## src/rtl/pipeline_hazard_ctrl.sv

```systemverilog
// rtl/pipeline_hazard_ctrl.sv - hazard, forwarding and stall control for a 5-stage MIPS pipeline
//
// Purpose: steers the EX forwarding muxes, gates/flushes the pipeline registers for
// load-use stalls, taken branches/jumps and fixed-latency multi-cycle EX ops, and
// counts stalled cycles.
//
// Ports:
//   clk, rst                      clock (rising edge), async active-low reset
//   id_rs, id_rt, id_uses_rt      source registers of the ID instruction
//   ex_rs, ex_rt, ex_dest         sources / destination of the EX instruction
//   ex_MemRead, ex_Branch, ex_zero, ex_Jump, ex_multicycle   EX control
//   mem_rd, mem_RegWrite          MEM-stage writeback
//   wb_rd, wb_RegWrite            WB-stage writeback
//   pc_write, pc_src              PC enable / take EX target
//   ifid_write, ifid_flush        IF/ID enable / clear
//   idex_write, idex_flush        ID/EX enable / bubble
//   exmem_flush                   EX/MEM bubble
//   fwd_a, fwd_b                  operand selects: 00 regfile, 10 MEM, 01 WB
//   stall_cycles                  saturating count of cycles with pc_write=0
module pipeline_hazard_ctrl #(
  parameter int MC_LATENCY = 4,
  parameter int CNT_W      = 32
) (
  input  logic             clk,
  input  logic             rst,
  input  logic [4:0]       id_rs,
  input  logic [4:0]       id_rt,
  input  logic             id_uses_rt,
  input  logic [4:0]       ex_rs,
  input  logic [4:0]       ex_rt,
  input  logic [4:0]       ex_dest,
  input  logic             ex_MemRead,
  input  logic             ex_Branch,
  input  logic             ex_zero,
  input  logic             ex_Jump,
  input  logic             ex_multicycle,
  input  logic [4:0]       mem_rd,
  input  logic             mem_RegWrite,
  input  logic [4:0]       wb_rd,
  input  logic             wb_RegWrite,
  output logic             pc_write,
  output logic             pc_src,
  output logic             ifid_write,
  output logic             ifid_flush,
  output logic             idex_write,
  output logic             idex_flush,
  output logic             exmem_flush,
  output logic [1:0]       fwd_a,
  output logic [1:0]       fwd_b,
  output logic [CNT_W-1:0] stall_cycles
);

  localparam int MC_W = $clog2(MC_LATENCY);
  // EX cycle 1 is spent in RUN and the release cycle sees mc_cnt==0,
  // so the countdown starts at MC_LATENCY-2.
  localparam logic [MC_W-1:0] MC_LOAD = MC_W'(MC_LATENCY - 2);

  typedef enum logic {
    RUN     = 1'b0,
    MC_WAIT = 1'b1
  } state_t;

  state_t          state, state_nxt;
  logic [MC_W-1:0] mc_cnt, mc_cnt_nxt;
  logic            taken, lu;

  // MEM beats WB; $0 is hardwired and never forwarded.
  function automatic logic [1:0] fwd_sel(
    input logic [4:0] src,
    input logic [4:0] m_rd,
    input logic       m_we,
    input logic [4:0] w_rd,
    input logic       w_we
  );
    if (m_we && (m_rd != 5'd0) && (m_rd == src)) return 2'b10;
    if (w_we && (w_rd != 5'd0) && (w_rd == src)) return 2'b01;
    return 2'b00;
  endfunction

  always_comb begin
    taken = (ex_Branch & ex_zero) | ex_Jump;
    lu    = ex_MemRead && (ex_dest != 5'd0) &&
            ((ex_dest == id_rs) || (id_uses_rt && (ex_dest == id_rt)));

    pc_write    = 1'b1;
    pc_src      = 1'b0;
    ifid_write  = 1'b1;
    ifid_flush  = 1'b0;
    idex_write  = 1'b1;
    idex_flush  = 1'b0;
    exmem_flush = 1'b0;
    fwd_a       = fwd_sel(ex_rs, mem_rd, mem_RegWrite, wb_rd, wb_RegWrite);
    fwd_b       = fwd_sel(ex_rt, mem_rd, mem_RegWrite, wb_rd, wb_RegWrite);
    state_nxt   = state;
    mc_cnt_nxt  = mc_cnt;

    if (!rst) begin
      pc_write    = 1'b0;
      ifid_write  = 1'b0;
      idex_write  = 1'b0;
      ifid_flush  = 1'b1;
      idex_flush  = 1'b1;
      exmem_flush = 1'b1;
      fwd_a       = 2'b00;
      fwd_b       = 2'b00;
      state_nxt   = RUN;
      mc_cnt_nxt  = '0;
    end else begin
      case (state)
        RUN: begin
          if (taken) begin
            // ID holds a wrong-path instruction, so any load-use on it is moot.
            pc_src     = 1'b1;
            ifid_flush = 1'b1;
            idex_flush = 1'b1;
          end else if (ex_multicycle) begin
            pc_write    = 1'b0;
            ifid_write  = 1'b0;
            idex_write  = 1'b0;
            exmem_flush = 1'b1;
            mc_cnt_nxt  = MC_LOAD;
            state_nxt   = MC_WAIT;
          end else if (lu) begin
            // One bubble suffices: next cycle EX holds the bubble, not the load.
            pc_write   = 1'b0;
            ifid_write = 1'b0;
            idex_flush = 1'b1;
          end
        end
        MC_WAIT: begin
          if (mc_cnt == '0) begin
            // Final EX cycle: normal enables let the result into EX/MEM.
            state_nxt = RUN;
          end else begin
            pc_write    = 1'b0;
            ifid_write  = 1'b0;
            idex_write  = 1'b0;
            exmem_flush = 1'b1;
            mc_cnt_nxt  = mc_cnt - 1'b1;
          end
        end
        default: state_nxt = RUN;
      endcase
    end
  end

  always_ff @(posedge clk or negedge rst) begin
    if (!rst) begin
      state        <= RUN;
      mc_cnt       <= '0;
      stall_cycles <= '0;
    end else begin
      state  <= state_nxt;
      mc_cnt <= mc_cnt_nxt;
      if (!pc_write && (stall_cycles != {CNT_W{1'b1}}))
        stall_cycles <= stall_cycles + 1'b1;
    end
  end

endmodule

```

## config.mk

```make
export PLATFORM = sky130hd
export DESIGN_NAME = pipeline_hazard_ctrl
export DESIGN_NICKNAME = d
export VERILOG_FILES = /design/src/rtl/pipeline_hazard_ctrl.sv
export SDC_FILE = /design/constraint.sdc
export NUM_CORES = 1
export LEC_CHECK = 0
export ABC_AREA = 1
export CAP_MARGIN = 20
export CORE_MARGIN = 4
export CORE_UTILIZATION = 51
export DETAILED_ROUTE_END_ITERATION = 12
export PLACE_DENSITY = 0.95
export SYNTH_ARGS = -nofsm -noshare
export SYNTH_HDL_FRONTEND = slang
export SYNTH_SLANG_ARGS = --single-unit
export TNS_END_PERCENT = 5
```

## constraint.sdc

```tcl
create_clock -name clk -period 2.67 [get_ports clk]
set_input_delay 0.534 -clock clk [delete_from_list [all_inputs] [get_ports clk]]
set_output_delay 0.534 -clock clk [all_outputs]
set_load 0.05 [all_outputs]
```

==> results of run 1 <==
==> power groups by stage <==
| stage | combinational, µW | sequential (µW) | clock [µW] |
|---|---|---|---|
| 3_3_place_gp | 563 | 642 | 0 |
| 4_1_cts | 587 | 635 | 396 |
| 3_5_place_dp | 583 | 643 | 0 |
| 5_1_grt | 630 | 643 | 427 |
| 2_1_floorplan | 216 | 752 | 0 |
| 6_report | 589 | 636 | 393 |
==> synth_stat cells <==
master,count
sky130_fd_sc_hd__or2_2,1
sky130_fd_sc_hd__buf_4,1
sky130_fd_sc_hd__buf_2,5
sky130_fd_sc_hd__nand2_1,173
sky130_fd_sc_hd__nand3_4,1
sky130_fd_sc_hd__nor2_1,54
sky130_fd_sc_hd__ha_1,2
sky130_fd_sc_hd__nor4_1,2
sky130_fd_sc_hd__nor2_2,1
sky130_fd_sc_hd__clkbuf_1,1
sky130_fd_sc_hd__nor3_1,10
sky130_fd_sc_hd__o41ai_1,1
sky130_fd_sc_hd__a211oi_1,2
sky130_fd_sc_hd__o22ai_1,2
sky130_fd_sc_hd__dfrtp_1,35
sky130_fd_sc_hd__xor2_1,18
sky130_fd_sc_hd__inv_1,48
sky130_fd_sc_hd__a21o_1,1
sky130_fd_sc_hd__o21ai_0,5
sky130_fd_sc_hd__nand3_1,49
sky130_fd_sc_hd__nand2_2,2
sky130_fd_sc_hd__nor2_4,1
sky130_fd_sc_hd__xnor2_1,14
sky130_fd_sc_hd__a31o_2,1
sky130_fd_sc_hd__buf_6,3
sky130_fd_sc_hd__nand4_1,9
sky130_fd_sc_hd__nand4_2,1
sky130_fd_sc_hd__nand3b_1,9
sky130_fd_sc_hd__a21oi_1,5
==> cell type report <==
type	instances	area (µm²)
clock buffer	6	82.6
clock inverter	1	5.00
fill	420	1440
inverter	48	180
multi-input combinational	364	1800
sequential	35	876
tap	72	90.1
timing repair buffer	96	1030
==> cell families after synthesis <==
| kind of cell | count (synthesis) | share of synthesized area |
|---|---|---|
| adders and majority gates | 2 | 0.00868 |
| xor gates and xnor gates | 32 | 0.0972 |
| DFF | 35 | 0.304 |
| buffers and inverters | 58 | 0.0868 |
| AOI/OAI and AO/OA | 17 | 0.0356 |
| and+or+nand+nor | 313 | 0.468 |
==> state kept, by name, indices dropped and copies added (netlist names) <==
| signal | count |
|---|---|
| mc_cnt | 2 |
| state | 1 |
| stall_cycles | 32 |
==> metrics by stage <==
step | instances | total power, µW
6_report | 622 | 1620
5_1_grt | 622 | 1700
4_1_cts | 622 | 1620
3_5_place_dp | 615 | 1230
3_3_place_gp | 615 | 1200
2_1_floorplan | 457 | 969
==> what timing repair did <==
item | in CTS | in global routing
gates resized for setup | 4 | 3
gates cloned | 0 | 0
setup endpoints to repair | 3 | 4
==> routing by layer <==
layer / routed length, µm / GRT usage
met1: 3470 / 0.303
met2: 4660 / 0.473
met3: 742 / 0.0645
met4: 306 / 0.116
met5: 0 / 0
==> worst max-delay path, delay by kind of cell <==
family | cells | cell delay (ns)
compound gates | 2 | 0.51
simple gates | 1 | 0.31
buf+inv | 3 | 0.75
==> final timing paths <==
| check | to | cells after the start |
|---|---|---|
| hold / removal | stall_cycles[15]$_DFFE_PN0P_ | 2 |
| setup / recovery | fwd_b[0] | 6 |
| max in group asynchronous | stall_cycles[11]$_DFFE_PN0P_ | 2 |
| min in group clk | stall_cycles[31]$_DFFE_PN0P_ | 2 |
| setup reg to reg | stall_cycles[18]$_DFFE_PN0P_ | 9 |
| hold reg to reg | stall_cycles[31]$_DFFE_PN0P_ | 2 |
==> parameters.txt, run 1 <==
Parameter                              Value

Placed design
  RePlAce Congestion ... 0.971
  Final HPWL from detailed placement ... 7.14 mm
  Standard cell area after detailed placement ... 3940 µm²
  Input/output buffers ... 87
  Worst setup slack after placement ... -0.158 ns

Global route
  Initial antenna violation count ... 0
  Global-route wire length before repair ... 15.5 mm
  Via count of the first global-routing pass ... 3465
  Pin count of the biggest net entering global routing ... 38
  GRT Util Overall ... 0.267
  Gr ovfl total ... 0

Setup path
  CP max stage cell ... sky130_fd_sc_hd__clkdlybuf4s50_1
  Startpoint types ... primary input
  Data arrival at the endpoint of the critical path ... 2.10 ns
  Crit path kind ... in2out
  Type of element capturing the critical path ... output port
  Delay of the slowest critical-path stage ... 0.43 ns
  Critical R2R Launch ... stall_cycles[0]$_DFFE_PN0P_
  Worst reg-to-reg setup slack ... 0.32 ns
  Worst path cell trace ... clkdlybuf4s50_1 -> or2_2 -> o41ai_2 -> inv_1 -> a21oi_2 -> buf_12
  Launching instance or port of the critical path ... mem_rd[2]
  Endpoint required time on the critical path ... 2.14 ns
  CP max FO ... 2

Route
  Remaining routing DRC violations ... 0
  Via count of the routed design ... 3435
  Count of antenna-violating nets left after detailed routing ... 0
  DR iter-0 viols ... 277
  Mean number of vias per cell ... 5.52
  Count of TritonRoute iterations in the first routing pass ... 5
  Wire per inst ... 14.8 µm
  Final wirelength ... 9.18 mm

Synthesis
  Synth top area share ... 0.304
  Synthesized area per cell ... 6.31 µm²
  Number of library cell types mapped by synthesis ... 29
  Post-synthesis sequential area ratio ... 0.304
  Largest area contributor in the synthesized netlist ... sky130_fd_sc_hd__dfrtp_1
  Number of register bits inferred by synthesis ... 35
  Top cells by area, synth ... sky130_fd_sc_hd__dfrtp_1 30%, sky130_fd_sc_hd__nand2_1 23%, sky130_fd_sc_hd__nand3_1 8.5%
  Net Count, Synth ... 504
  Area of the mapped netlist ... 2880 µm²
  Synthesis Warnings ... 0
  Post-synthesis cell count ... 457

Cells and area
  Fraction of final layout cells with drive strength greater than 1 ... 0.0782
  Commonest cells after routing, fill and taps aside ... 173 x sky130_fd_sc_hd__nand2_1, 74 x sky130_fd_sc_hd__clkdlybuf4s50_1, 53 x sky130_fd_sc_hd__nor2_1, 49 x sky130_fd_sc_hd__nand3_1, 48 x sky130_fd_sc_hd__inv_1
  Antenna cell count ... 0
  Nets ... 597
  Most frequent standard cell in the layout excluding fill and tap cells ... sky130_fd_sc_hd__nand2_1
  Final core utilization ... 0.738
  Final std cell area, no fill ... 4070 µm²
  Area added between synthesis and finish ... 41.0%

Timing
  Slew headroom ... 0.644
  Slew at the pin closest to its max-slew limit ... 0.533 ns
  Maximum clock skew at final layout ... 0.00709 ns
  Post-route clock period utilization ... 0.987
  Slack of the critical path ... 0.0343 ns
  Final count of negative-setup-slack endpoints ... 0
  Final Hold Fails ... 0
  Unrepaired setup endpoints after global routing ... no
  Setup TNS ... 0 ns
  Final worst hold slack ... 0.370 ns
  Max-slew violation count ... 0
  Peak clock frequency supported by timing ... 379 MHz
  Post-layout minimum cycle time ... 2.64 ns

Floorplan
  Cell row count ... 27
  Initial cell density of the core ... 0.524
  Die ar. ... 6920 µm²
  Number of I/O pins ... 88
  Horizontal extent of the die ... 83.2 µm
  Y dimension of the die ... 83.2 µm
  Core region area ... 5510 µm²

Power and ir drop
  Worst vdd ir ... 0.302 mV
  P per Cell Area ... 398 nW/µm²
  Net switching fraction of the power ... 0.379
  Combinational cell fraction of total power ... 0.364
  Standby leakage power ... 0.00196 µW
  Sequential share of power ... 0.393
  Total net switching power ... 614 µW
  Int Power ... 1000 µW
  Part of the total power dissipated in the clock network ... 0.243

Clock network
  Clock sinks ... 35
  Depth of the CTS H-tree ... 2
  Clock root buffer ... sky130_fd_sc_hd__clkbuf_8
  Hold bufs inserted after CTS ... 0
  Number of buffers on the longest clock path ... 2
  Clock-pin slew on the worst setup and hold paths ... 0.07 ns
  TritonCTS clock tree ... built
  Post-CTS Setup Inserts ... 0
  Number of CTS-inserted buffers ... 5
  Worst-skew pair later-pin latency ... 0.29 ns

Run status
  Outcome ... finished clean

Flow run
  Max Cap Viol ... 0

Min path
  Worst min path class ... in2async
Note: power is estimated with default switching activity, not from simulation.
==> run 2: changes to the inputs <==
clock period = 3.2 ns   (was 2.67 ns; I/O delays follow)
==> parameters.txt, run 2 (synthesized netlist as in run 1, its figures left out) <==
Parameter                              Value

Floorplan
  Die ar. ... 6920 µm² (unchanged)
  Horizontal extent of the die ... 83.2 µm (unchanged)
  Number of I/O pins ... 88 (unchanged)
  Y dimension of the die ... 83.2 µm (unchanged)
  Initial cell density of the core ... 0.524 (unchanged)
  Cell row count ... 27 (unchanged)
  Core region area ... 5510 µm² (unchanged)

Global route
  Via count of the first global-routing pass ... 3371 (-2.7%)
  GRT Util Overall ... 0.251 (-0.0158)
  Initial antenna violation count ... 0 (unchanged)
  Gr ovfl total ... 0 (unchanged)
  Global-route wire length before repair ... 14.6 mm (-5.9%)
  Pin count of the biggest net entering global routing ... 32 (-16%)

Flow run
  Max Cap Viol ... 0 (unchanged)

Setup path
  Buffers plus inverters on the worst setup path ... 3 (unchanged)
  Launching instance or port of the critical path ... mem_rd[2]
  Startpoint types ... primary input
  Top Family by Delay on Critical Path ... buffers and inverters
  Endpoint required time on the critical path ... 2.56 ns (+0.42 ns)
  Type of element capturing the critical path ... output port
  CP max FO ... 3 (+1)
  Worst R2R End ... stall_cycles[20]$_DFFE_PN0P_
  Data arrival at the endpoint of the critical path ... 2.43 ns (+0.33 ns)
  Critical R2R Launch ... stall_cycles[0]$_DFFE_PN0P_
  Crit path kind ... in2out
  CP max stage cell ... sky130_fd_sc_hd__clkdlybuf4s50_1
  Depth of the critical timing path with buffers and inverters included ... 6 (unchanged)
  Delay of the slowest critical-path stage ... 0.48 ns (+0.05 ns)
  Critical Path Sink ... fwd_a[0]
  Worst path cell trace ... clkdlybuf4s50_1 -> or2_2 -> o41ai_1 -> inv_1 -> a21oi_1 -> buf_12
  Path depth of the worst reg2reg path ... 9 (unchanged)
  Worst reg-to-reg setup slack ... 0.95 ns (+0.63 ns)

Route
  Count of TritonRoute iterations in the first routing pass ... 5 (unchanged)
  Mean number of vias per cell ... 5.44 (-1.5%)
  Count of antenna-violating nets left after detailed routing ... 0 (unchanged)
  Highest metal layer used by the detailed router ... met4
  Detail Route met2 WL ... 4.17 mm (-10%)
  Wire per inst ... 13.6 µm (-8.1%)
  Routed length on met1 ... 3.26 mm (-6.1%)
  Remaining routing DRC violations ... 0 (unchanged)
  Detailed-routed wire length on met3 ... 738 µm (-0.54%)
  Final wirelength ... 8.39 mm (-8.7%)
  DR iter-0 viols ... 281 (+1.4%)
  Via count of the routed design ... 3363 (-2.1%)

Timing
  Unrepaired setup endpoints after global routing ... no
  Setup TNS ... 0 ns (unchanged)
  Slew headroom ... 0.607 (-0.0365)
  Post-layout minimum cycle time ... 3.07 ns
  Peak clock frequency supported by timing ... 326 MHz
  Maximum clock skew at final layout ... 0.00719 ns (+0.000105 ns)
  Final Hold Fails ... 0 (unchanged)
  Slew at the pin closest to its max-slew limit ... 0.587 ns (+0.0544 ns)
  Final count of negative-setup-slack endpoints ... 0 (unchanged)
  Post-route clock period utilization ... 0.959
  Max-slew violation count ... 0 (unchanged)

Run status
  Outcome ... finished clean

Cells and area
  Largest registers ... stall_cycles (32), mc_cnt (2), state (1)
  Antenna cell count ... 0 (unchanged)
  Fraction of final layout cells with drive strength greater than 1 ... 0.0604 (-0.0177)
  Biggest register ... stall_cycles
  Max reg flops ... 32 (unchanged)
  Nets ... 593 (-0.67%)
  Final std cell area, no fill ... 3980 µm² (-2.0%)
  Area added between synthesis and finish ... 38.1%
  Most frequent standard cell in the layout excluding fill and tap cells ... sky130_fd_sc_hd__nand2_1
  Commonest cells after routing, fill and taps aside ... 173 x sky130_fd_sc_hd__nand2_1, 75 x sky130_fd_sc_hd__clkdlybuf4s50_1, 53 x sky130_fd_sc_hd__nor2_1, 49 x sky130_fd_sc_hd__nand3_1, 48 x sky130_fd_sc_hd__inv_1

Clock network
  Number of buffers on the longest clock path ... 2 (unchanged)
  Hold bufs inserted after CTS ... 0 (unchanged)
  Worst-skew pair later-pin latency ... 0.29 ns (about the same)
  Depth of the CTS H-tree ... 2 (unchanged)
  Post-CTS Setup Inserts ... 0 (unchanged)
  Clock sinks ... 35 (unchanged)
  Resized cells post-CTS ... 0 (-4)
  Clock-pin slew on the worst setup and hold paths ... 0.07 ns (about the same)
  TritonCTS clock tree ... built
  Number of CTS-inserted buffers ... 5 (unchanged)
  Clock root buffer ... sky130_fd_sc_hd__clkbuf_8

Placed design
  Standard cell area after detailed placement ... 3890 µm² (-1.2%)
  RePlAce Congestion ... 0.989 (+1.9%)
  Input/output buffers ... 87 (unchanged)
  Final HPWL from detailed placement ... 6.77 mm (-5.3%)

Power and ir drop
  Standby leakage power ... 0.00192 µW (-2.0%)
  Worst vdd ir ... 0.221 mV (-27%)
  P per Cell Area ... 333 nW/µm² (-16%)

Min path
  Worst min path class ... in2async
==> run 2: worst min path at each step <==
stage	startpoint	endpoint	slack, ns
after floorplan	rst	mc_cnt[0]$_DFFE_PN0P_	0.34
after global routing	rst	mc_cnt[1]$_DFFE_PN0P_	0.28
after detailed placement	stall_cycles[31]$_DFFE_PN0P_	stall_cycles[31]$_DFFE_PN0P_	0.51
after CTS	rst	mc_cnt[1]$_DFFE_PN0P_	0.27
final	rst	mc_cnt[1]$_DFFE_PN0P_	0.26
after global placement	stall_cycles[31]$_DFFE_PN0P_	stall_cycles[31]$_DFFE_PN0P_	0.51
==> run 2: worst reg2reg max path, stage by stage (launching register included) <==
cell	delay, ns
sky130_fd_sc_hd__dfrtp_1	0.47
sky130_fd_sc_hd__ha_1	0.34
sky130_fd_sc_hd__nand3_4	0.15
sky130_fd_sc_hd__nor2_4	0.14
sky130_fd_sc_hd__nand3b_1	0.10
sky130_fd_sc_hd__nor2_2	0.16
sky130_fd_sc_hd__nand4_2	0.12
sky130_fd_sc_hd__nand2_2	0.48
sky130_fd_sc_hd__nand2_1	0.13
sky130_fd_sc_hd__nand2_1	0.09
==> run 2: stage by stage <==
stage	util	std cells	hold WS [ns]	power (µW)	setup slack, ns
after global placement	0.707	611	0.509	995	0.247
after CTS	0.723	618	0.267	1330	0.0979
final	0.723	618	0.262	1330	0.130
after detailed placement	0.707	611	0.509	1010	0.111
after floorplan	-	457	0.344	807	0.142
after global routing	0.723	618	0.276	1390	0.0296
==> run 2: power by group <==
group,internal (µW),switching [µW],leakage (µW)
sequential,473,55.9,0.000481
clock,169,157,0.0000470
combinational,189,284,0.00139
total,831,497,0.00192
==> run 2: area by class of cell <==
| type | count | area [µm²] |
|---|---|---|
| inverter | 48 | 180 |
| multi-input combinational | 364 | 1760 |
| timing repair buffer | 92 | 988 |
| clock inverter | 1 | 5.00 |
| clock buffer | 6 | 82.6 |
| fill | 446 | 1520 |
| sequential | 35 | 876 |
| tap | 72 | 90.1 |
==> run 2: routing by layer <==
metal / vias up / track usage
li1: 1629 / -
met1: 1534 / 0.279
met2: 179 / 0.460
met3: 21 / 0.0605
met4: 0 / 0.0936
met5: - / 0
==> run 3: changes to the inputs <==
CTS_BUF_LIST = sky130_fd_sc_hd__clkbuf_8 sky130_fd_sc_hd__clkbuf_16   (was default)
==> results of run 3 <==
Same layout as run 2: the final DEF is identical, and so are final timing and power.
